[config.mk]
export PLATFORM = sky130hd
export DESIGN_NAME = arriba_unit
export DESIGN_NICKNAME = d
export VERILOG_FILES = /design/src/rtl/arriba_unit.sv
export SDC_FILE = /design/constraint.sdc
export NUM_CORES = 1
export LEC_CHECK = 0
export ABC_AREA = 1
export CORE_ASPECT_RATIO = 0.9
export CORE_UTILIZATION = 57
export DETAILED_ROUTE_END_ITERATION = 8
export MAX_ROUTING_LAYER = met4
export PLACE_DENSITY = 0.75
export RECOVER_POWER = 100
export SYNTH_ARGS = -nofsm -noshare
export SYNTH_HDL_FRONTEND = slang
export SYNTH_SLANG_ARGS = --single-unit
[constraint.sdc]
create_clock -name clk_i -period 2.8 [get_ports clk_i]
set_clock_uncertainty 0.05 [all_clocks]
set_input_delay 0.28 -clock clk_i [delete_from_list [all_inputs] [get_ports clk_i]]
set_output_delay 0.28 -clock clk_i [all_outputs]
set_load 0.01 [all_outputs]
[src/rtl/arriba_unit.sv]
// arriba_unit -- instruction sequencer for the arriba/abajo processor pair.
//
// Fetches instructions over a handshake bus, steps a six-state control FSM
// (FETCH, DECODE, EXECUTE, MEM, WRITE, HALT), owns the PC, the Z/C flags and
// an 8-deep circular return stack, and drives the datapath controls.
//
// Ports
//   clk_i, rst_i                    clock (rising edge), async active-low reset
//   inst_cyc_o/inst_stb_o/inst_ack_i instruction bus handshake
//   inst_adr_o [11:0]               instruction address (current PC)
//   op_e, func_e [2:0]              decoded opcode / function from abajo_unit
//   addr_e [11:0], disp_e [7:0]     jump target, branch displacement
//   carry_e, zero_e                 combinational ALU flags
//   RegWrt_c, ClkEn_e, op2_c        register write, clock enable, immediate select
//   RegMux_c [1:0]                  write-back source: 00 ALU, 01 data, 10 port
//   data_cyc_o/stb_o/we_o, data_ack_i  data memory bus
//   port_cyc_o/stb_o/we_o, port_ack_i  I/O port bus
//   wake_i                          leaves HALT
module arriba_unit (
  input  logic        clk_i,
  input  logic        rst_i,
  output logic        inst_cyc_o,
  output logic        inst_stb_o,
  input  logic        inst_ack_i,
  output logic [11:0] inst_adr_o,
  input  logic [2:0]  op_e,
  input  logic [2:0]  func_e,
  input  logic [11:0] addr_e,
  input  logic [7:0]  disp_e,
  input  logic        carry_e,
  input  logic        zero_e,
  output logic        RegWrt_c,
  output logic        ClkEn_e,
  output logic        op2_c,
  output logic [1:0]  RegMux_c,
  output logic        data_cyc_o,
  output logic        data_stb_o,
  output logic        data_we_o,
  input  logic        data_ack_i,
  output logic        port_cyc_o,
  output logic        port_stb_o,
  output logic        port_we_o,
  input  logic        port_ack_i,
  input  logic        wake_i
);

  localparam logic [2:0] FETCH   = 3'd0;
  localparam logic [2:0] DECODE  = 3'd1;
  localparam logic [2:0] EXECUTE = 3'd2;
  localparam logic [2:0] MEM     = 3'd3;
  localparam logic [2:0] WRITE   = 3'd4;
  localparam logic [2:0] HALT    = 3'd5;

  localparam logic [2:0] OP_ALUI  = 3'b000;
  localparam logic [2:0] OP_ALUR  = 3'b001;
  localparam logic [2:0] OP_SHIFT = 3'b010;
  localparam logic [2:0] OP_MEM   = 3'b011;
  localparam logic [2:0] OP_BR    = 3'b100;
  localparam logic [2:0] OP_JUMP  = 3'b101;
  localparam logic [2:0] OP_MISC  = 3'b110;

  localparam int unsigned STACK_DEPTH = 8;

  logic [2:0]  state, state_nxt;
  logic [11:0] pc, pc_nxt, pc_inc, br_target, pop_val;
  logic        flag_z, flag_c;
  logic [2:0]  sp;
  logic [3:0]  cnt;
  logic [11:0] stack_mem [STACK_DEPTH];
  logic        push, pop;

  logic inst_stb, data_stb, data_we, port_stb, port_we;

  // Instruction classification from the live decoder outputs; the
  // instruction memory keeps them stable from the fetch ack until the
  // next fetch, so they are valid in every post-fetch state.
  logic is_alu, is_ldm, is_stm, is_inp, is_out, is_data, is_port;
  logic is_br, is_jmp, is_jsb, is_ret, is_wait, br_taken, mem_ack;
  logic ctl_active;

  always_comb begin
    is_alu  = (op_e == OP_ALUI) || (op_e == OP_ALUR) || (op_e == OP_SHIFT);
    is_ldm  = (op_e == OP_MEM)  && (func_e == 3'b000);
    is_stm  = (op_e == OP_MEM)  && (func_e == 3'b001);
    is_inp  = (op_e == OP_MEM)  && (func_e == 3'b010);
    is_out  = (op_e == OP_MEM)  && (func_e == 3'b011);
    is_data = is_ldm || is_stm;
    is_port = is_inp || is_out;
    is_br   = (op_e == OP_BR)   && !func_e[2];
    is_jmp  = (op_e == OP_JUMP) && (func_e == 3'b000);
    is_jsb  = (op_e == OP_JUMP) && (func_e == 3'b001);
    is_ret  = (op_e == OP_MISC) && (func_e == 3'b000);
    is_wait = (op_e == OP_MISC) && (func_e == 3'b001);
    mem_ack = is_data ? data_ack_i : port_ack_i;
  end

  always_comb begin
    br_taken = 1'b0;
    case (func_e[1:0])
      2'b00:   br_taken = flag_z;
      2'b01:   br_taken = !flag_z;
      2'b10:   br_taken = flag_c;
      default: br_taken = !flag_c;
    endcase
  end

  assign pc_inc    = pc + 12'd1;
  assign br_target = pc_inc + {{4{disp_e[7]}}, disp_e};
  // Popping an empty stack yields address zero and leaves the pointer alone.
  assign pop_val   = (cnt == 4'd0) ? '0 : stack_mem[sp - 3'd1];

  // PC only changes on a transition into FETCH.
  always_comb begin
    state_nxt = state;
    pc_nxt    = pc;
    push      = 1'b0;
    pop       = 1'b0;
    case (state)
      FETCH: begin
        // After reset the strobe is still low: the first edge only raises it.
        if (inst_stb && inst_ack_i) state_nxt = DECODE;
      end
      DECODE: state_nxt = EXECUTE;
      EXECUTE: begin
        if (is_alu) begin
          state_nxt = WRITE;
        end else if (is_data || is_port) begin
          state_nxt = MEM;
        end else if (is_wait) begin
          state_nxt = HALT;
        end else begin
          state_nxt = FETCH;
          if (is_br && br_taken) begin
            pc_nxt = br_target;
          end else if (is_jmp || is_jsb) begin
            pc_nxt = addr_e;
            push   = is_jsb;
          end else if (is_ret) begin
            pc_nxt = pop_val;
            pop    = 1'b1;
          end else begin
            pc_nxt = pc_inc;
          end
        end
      end
      MEM: begin
        if (mem_ack) begin
          if (is_ldm || is_inp) begin
            state_nxt = WRITE;
          end else begin
            state_nxt = FETCH;
            pc_nxt    = pc_inc;
          end
        end
      end
      WRITE: begin
        state_nxt = FETCH;
        pc_nxt    = pc_inc;
      end
      HALT: begin
        if (wake_i) begin
          state_nxt = FETCH;
          pc_nxt    = pc_inc;
        end
      end
      default: state_nxt = FETCH;
    endcase
  end

  always_ff @(posedge clk_i or negedge rst_i) begin
    if (!rst_i) begin
      state    <= FETCH;
      pc       <= '0;
      flag_z   <= 1'b0;
      flag_c   <= 1'b0;
      sp       <= '0;
      cnt      <= '0;
      inst_stb <= 1'b0;
      data_stb <= 1'b0;
      data_we  <= 1'b0;
      port_stb <= 1'b0;
      port_we  <= 1'b0;
    end else begin
      state    <= state_nxt;
      pc       <= pc_nxt;
      // Strobes are registered from the next state so they are glitch-free
      // and mutually exclusive by construction.
      inst_stb <= (state_nxt == FETCH);
      data_stb <= (state_nxt == MEM) && is_data;
      data_we  <= (state_nxt == MEM) && is_stm;
      port_stb <= (state_nxt == MEM) && is_port;
      port_we  <= (state_nxt == MEM) && is_out;
      if ((state == WRITE) && is_alu) begin
        flag_z <= zero_e;
        flag_c <= carry_e;
      end
      if (push) begin
        sp <= sp + 3'd1;
        if (cnt != 4'(STACK_DEPTH)) cnt <= cnt + 4'd1;
      end else if (pop && (cnt != 4'd0)) begin
        sp  <= sp - 3'd1;
        cnt <= cnt - 4'd1;
      end
    end
  end

  // Stack storage needs no reset; validity is tracked by cnt. A push when
  // full lands on the oldest slot because sp simply wraps.
  always_ff @(posedge clk_i) begin
    if (push) stack_mem[sp] <= pc_inc;
  end

  assign ctl_active = (state == DECODE) || (state == EXECUTE) ||
                      (state == MEM)    || (state == WRITE);

  always_comb begin
    RegMux_c = 2'b00;
    if (ctl_active && is_ldm)      RegMux_c = 2'b01;
    else if (ctl_active && is_inp) RegMux_c = 2'b10;
  end

  assign op2_c      = ctl_active && (op_e == OP_ALUI);
  assign RegWrt_c   = (state == WRITE);
  assign ClkEn_e    = (state == WRITE);
  assign inst_adr_o = pc;
  assign inst_cyc_o = inst_stb;
  assign inst_stb_o = inst_stb;
  assign data_cyc_o = data_stb;
  assign data_stb_o = data_stb;
  assign data_we_o  = data_we;
  assign port_cyc_o = port_stb;
  assign port_stb_o = port_stb;
  assign port_we_o  = port_we;

endmodule
# --- After elaboration in Yosys (flattened, before gate mapping) ---
# Memories as Yosys holds them, arrays and structs flattened.
# Index checks and enable logic that the tools add are counted.
op_classes:
  n_addsub: 6
  reduce_logical: 44
  n_mux: 43
  eq_ne: 25
op_table:
  columns: ["op", "n"]
  rows:
  - ["12-bit 2-to-1 mux", 10]
  - ["12-bit one-hot mux with 4 select lines", 1]
  - ["3-bit 2-to-1 mux", 9]
  - ["3-bit by 2-bit == test with 1-bit output (second input constant)", 7]
  - ["1-bit logical AND", 20]
  - ["1-bit 2-to-1 mux", 16]
  - ["3-bit == test (second input constant)", 5]
  - ["3-bit one-hot mux with 5 select lines", 1]
  - ["12-bit by 1-bit adder with 12-bit output (second input constant)", 1]
  - ["12-bit adder", 1]
  - ["3-bit logical NOT", 4]
  - ["4-bit 2-to-1 mux", 3]
  - ["2-bit != test (second input constant)", 6]
  - ["1-bit logical OR", 10]
  - ["3-bit by 1-bit == test with 1-bit output (second input constant)", 3]
  - ["4-bit nonzero test", 2]
  - ["7-bit AND reduction", 1]
  - ["4-bit by 1-bit adder with 4-bit output (second input constant)", 1]
  - ["4-bit logical NOT", 1]
  - ["2-bit 2-to-1 mux", 2]
  - ["4-bit != test (second input constant)", 1]
  - ["4-bit by 1-bit subtractor with 4-bit output (second input constant)", 1]
  - ["3-bit by 1-bit adder with 3-bit output (second input constant)", 1]
  - ["1-bit logical NOT", 3]
  - ["other kinds (8)", 8]
word_totals:
  mem_bits_rw: 96
  mem_count: 1
  output_inout_bits: 25
  elab_cells: 130
  reg_bits: 29
mem_list:
  columns: ["memory", "depth", "width", "rd", "rd_ports_with_merged_regs", "write_ports", "line", "rtl"]
  rows:
  - ["stack_mem", 8, 12, 1, 0, 1, "69", "logic [11:0] stack_mem [STACK_DEPTH];"]

# --- Longest topological paths before layout ---
logic_depth:
  ltp_word: 12
  ltp_mapped: 20
  ltp_nobuf: 20

# --- Least setup slack after synthesis ---
# No wires, ideal clock.
synth_timing:
  path_kind: "register to register"
  from: "register pc[0], in the netlist inst_adr_o[0]"
  to: "register pc[10], in the netlist inst_adr_o[10]"
  setup_time_ns: 0.116
  slack_ns: 0.171
  path_stages_with_launch: 15
  t_arrival_ns: 2.463
  n_path_buf: 0
  t_required_ns: 2.634
  path_cell_list: "dfrtp_1 > inv_1 > nor2_1 > nand2_1 > nor2_1 > xor2_1 > ha_1 > a21oi_1 > o21ai_0 > nand2_1 > nand4_1 > nand3_1 > nand3_1 > nand2_1 > nand2_1"
synth_via:
  word_cells_on_any_way: 12
  cone_classes: "2 x add/sub; 10 x mux"
synth_rtl:
  columns: ["element", "line", "rtl"]
  rows:
  - ["from (decl)", "65", "logic [11:0] pc, pc_nxt, pc_inc, br_target, pop_val;"]
  - ["from (signal assigned)", "185", "pc <= pc_nxt;"]
  - ["12-bit by 1-bit adder with 12-bit output", "107", "assign pc_inc = pc + 12'd1;"]
  - ["via pc_inc[0]", "65", null]
  - ["12-bit adder", "108", "assign br_target = pc_inc + {{4{disp_e[7]}}, disp_e};"]
  - ["12-bit 2-to-1 mux", "133", "if (is_br && br_taken) begin"]
  - ["12-bit 2-to-1 mux", "129", "end else if (is_wait) begin"]
  - ["12-bit 2-to-1 mux", "127", "end else if (is_data || is_port) begin"]
  - ["12-bit 2-to-1 mux", "125", "if (is_alu) begin"]
  - ["12-bit one-hot mux with 4 select lines", "118", "case (state)"]
# The timed path passes the listed nets, and every way through them passes these cells. The select of a mux whose other input is x is not followed.
# A chain may end at the register's enable or synchronous reset.

# --- Worst setup path after layout ---
layout_timing:
  from: "register state[1]"
  to: "output op2_c"
layout_via:
  elab_chain_len: 5
  word_cells_on_any_way: 8
  cone_classes: "4 x eq/ne; 4 x reduce/logical"
layout_lines:
  columns: ["element", "line", "rtl"]
  rows:
  - ["from (decl)", "64", "logic [2:0] state, state_nxt;"]
  - ["from (signal assigned)", "184", "state <= state_nxt;"]
  - ["3-bit by 1-bit == test with 1-bit output / 3-bit by 2-bit == test with 1-bit output (equally long branches)", "213", "assign ctl_active = (state == DECODE) || (state == EXECUTE) ||"]
  - ["1-bit logical OR (2 in a row)", "213", null]
  - ["1-bit logical OR *", "214", "(state == MEM) || (state == WRITE);"]
  - ["1-bit logical AND *", "222", "assign op2_c = ctl_active && (op_e == OP_ALUI);"]
  - ["to (decl)", "34", "output logic op2_c,"]
# Mark *: on every way between the ends. The rest lies on a longest branch, timed or not.

==> impl_metrics.ini <==
[clock_tree]
numClockSinks = 125
clkSlewWorstSetupHoldPaths_ns = 0.05
clock-root-buffer = clkbuf_16
h-tree-depth = 4
cts_tree = yes
clock_latency_ns = 0.42
cts_buffer_depth = 2
cts_buffers = 17
cts_hold_buf = 0

[die]
start_util_pct = 59.1
die-area_sq_um = 12400
chipHeight_um = 106
rows = 37
ios = 59
fp.dieW_um = 117
core-area_sq_um = 11500

[layout]
n_antenna_cell = 0
syn2layout_area_growth_pct = 22.6
fin_cells = 1041
nets = 924
final_core_util_pct = 72.4
n_fill_cell = 872
drive_gt1_share_pct = 12.1
fin_area_sq_um = 8350

[sta]
finalHoldViolCount = 0
finalSetupViolCount = 0
timing.fmax_mhz = 372
fin_hold_ws_ns = 0.401
tightest_slew_ns = 1.74
post-route-min-period_ns = 2.69
finalMaxSlewViolations = 30
period_share_pct = 96.1
rsz0062_at_grt = true
slew_headroom_pct = -16.3

[synthesis]
ys_ff_latch = 125
postSynthAreaPerCell_sq_um = 8.70
synthTopCellsByArea = edfxtp_1 (42%), dfrtp_1 (11%), nand2_1 (8.4%)
synth_edf_count = 96
syn-instance-count = 783
netlist_area_sq_um = 6810
synth_cell_types = 44
synthTopCellsByCount = nand2_1 (153), nor2_1 (143), edfxtp_1 (96)
yosysSeqAreaShare_pct = 53.0
yosysWarnings = 0
async_flop_share_pct = 23.2
yosys.cell_count.top_type = nand2_1
synth_top_area_share_pct = 42.3
synthFlopType = edfxtp_1
syn_nets = 835
yosysTopAreaCell = edfxtp_1

[global_routing]
grt_max_degree = 52
grt.overflow.total = 0
track_usage_pct = 32.4
antenna_found_initial = 0
grt_pass1_wl_mm = 28.7
grt_pass1_vias = 5744

[placement]
hpwl_mm = 12.1
gp_congestion = 0.903
placed_area_sq_um = 7750
dp_cells = 1006
io_buffers = 58

[power_and_ir_drop]
power.density_nw_per_um2 = 982
pwr-share-clk_pct = 25.3
p_sw_share_pct = 39.9
combPwrFrac_pct = 43.4
p_sw_mw = 3.28
vdd_ir_drop_max_mv = 0.672
p_int_mw = 4.92
leakagePower_nw = 3.52
seqPwrFrac_pct = 31.2

[detailed_routing]
vias = 5930
totalWireLength_mm = 18.0
firstDrtPassIters = 5
wl_per_cell_um = 17.3
postRouteAntennaNets = 0
drt_iter0_markers = 703
drc = 0
vias_per_cell = 5.70

[worst_setup_path]
crit_slowest_cell = clkdlybuf4s50_1
critPathKind = register to output port
critPathTopFamily = buffers and inverters
cpPeakStageDelay_ns = 0.61
timing.critical_path.arrival_ns = 2.36
crit_required_ns = 2.47
cp.buffers_inverters = 3
startpoint_type = register
crit_chain = nor2_1 > inv_1 > nor2_1 > inv_1 > nand4_1 > nor3b_1 > clkdlybuf4s50_1
endpoint_kind = output port
critical_path_peak_fanout = 5

[run_status]
outcome = finished, violations left
violations = max-capacitance violations, max-slew violations

[run]
max-cap-violations = 1

[hold_path]
hp-class = primary input to register
repair_timing:
action / 4_1_cts / 5_1_grt
endpoints found under the setup margin: 0 / 6
resized for setup: 0 / 10
buffers inserted: 0 / 3
state kept, by name, indices dropped and copies added, names as in the netlist:
| signal | cells |
|---|---|
| data_we_o | 1 |
| port_cyc_o | 1 |
| cnt | 4 |
| port_we_o | 1 |
| flag_z | 1 |
| state | 3 |
| sp | 3 |
| flag_c | 1 |
| data_cyc_o | 1 |
| inst_adr_o | 12 |
| inst_cyc_o | 1 |
| stack_mem | 96 |
per-stage QoR:
step | TNS (ns) | setup WS, ns | total power, mW
2_1_floorplan | 0 | 0.171 | 4.88
3_3_place_gp | 0 | 0.0767 | 5.90
3_5_place_dp | -0.0339 | -0.0339 | 6.00
4_1_cts | 0 | 0.131 | 8.10
5_1_grt | -0.0267 | -0.0187 | 8.71
6_report | 0 | 0.110 | 8.20
area by class of cell:
cell class	count	area, sq um	share of cell area [%]
flip-flops and latches	125	3610	43.3
multi-input cells	549	2750	32.9
repair buffers	102	945	11.3
clock buffers	19	443	5.31
inverters	77	289	3.46
well taps	156	195	2.34
clock inverters	13	116	1.39
cell usage in the layout (no fill, tap or decap), types with 3 or more instances in the layout:
cell               n
o21bai_1           3
nand2_1          153
inv_2              7
nand2_2            3
clkinv_1           4
dfrtp_2            4
xor2_1            10
nand4_1            9
o21ai_0           58
or2_2              3
buf_12             3
clkinv_2           3
a21oi_1           24
nand3_1           70
nor3_1             3
clkbuf_16         17
xnor2_1            3
nand3_2            3
nand3b_1           3
o211ai_1          10
clkdlybuf4s50_1   57
dfrtp_1           25
ha_1              14
clkinv_4           4
edfxtp_1          96
buf_4             40
nor2_1           142
o21ai_1           13
inv_1             67
worst paths after layout:
path / cells past startpoint / to / start / slack (ns)
worst max-delay path: 7 / op2_c / state[1] / 0.11
worst min-delay path: 3 / flag_z / zero_e / 0.40
worst max register to register: 18 / inst_adr_o[11] / inst_adr_o[1] / 0.14
worst min register to register: 1 / cnt[3] / cnt[3] / 0.45
max in group asynchronous: 2 / inst_adr_o[3] / rst_i / 0.76
min in group asynchronous: 2 / sp[2] / rst_i / 0.81
power by group through the flow:
stage                     Combinational (mW)  Sequential (mW)  Clock, mW
after floorplan                         2.33             2.56          0
after global placement                  3.32             2.58          0
after detailed placement                3.42             2.58          0
after CTS                               3.46             2.55       2.09
after global routing                    3.97             2.58       2.16
final                                   3.56             2.56       2.08
cell families after synthesis:
group,synth area share (%)
fa+ha+maj,3.53
xor+xnor,1.67
compound gates,9.56
simple gates,25.3
flops,53.0
mux,0.165
buf+inv,6.82
metal layers:
| layer | track usage (%) | wire length (um) | vias up |
|---|---|---|---|
| met5 | - | 0 | - |
| met4 | 10.3 | 301 | 0 |
| met3 | 6.73 | 1450 | 37 |
| met2 | 49.7 | 8600 | 266 |
| met1 | 43.1 | 7680 | 2837 |
| li1 | - | - | 2790 |
tightest hold or removal path: stages:
cell	delay, ns
clkdlybuf4s50_1	0.40
nand2_1	0.06
o21ai_0	0.08
No activity file was read; power rests on OpenSTA's default activity.
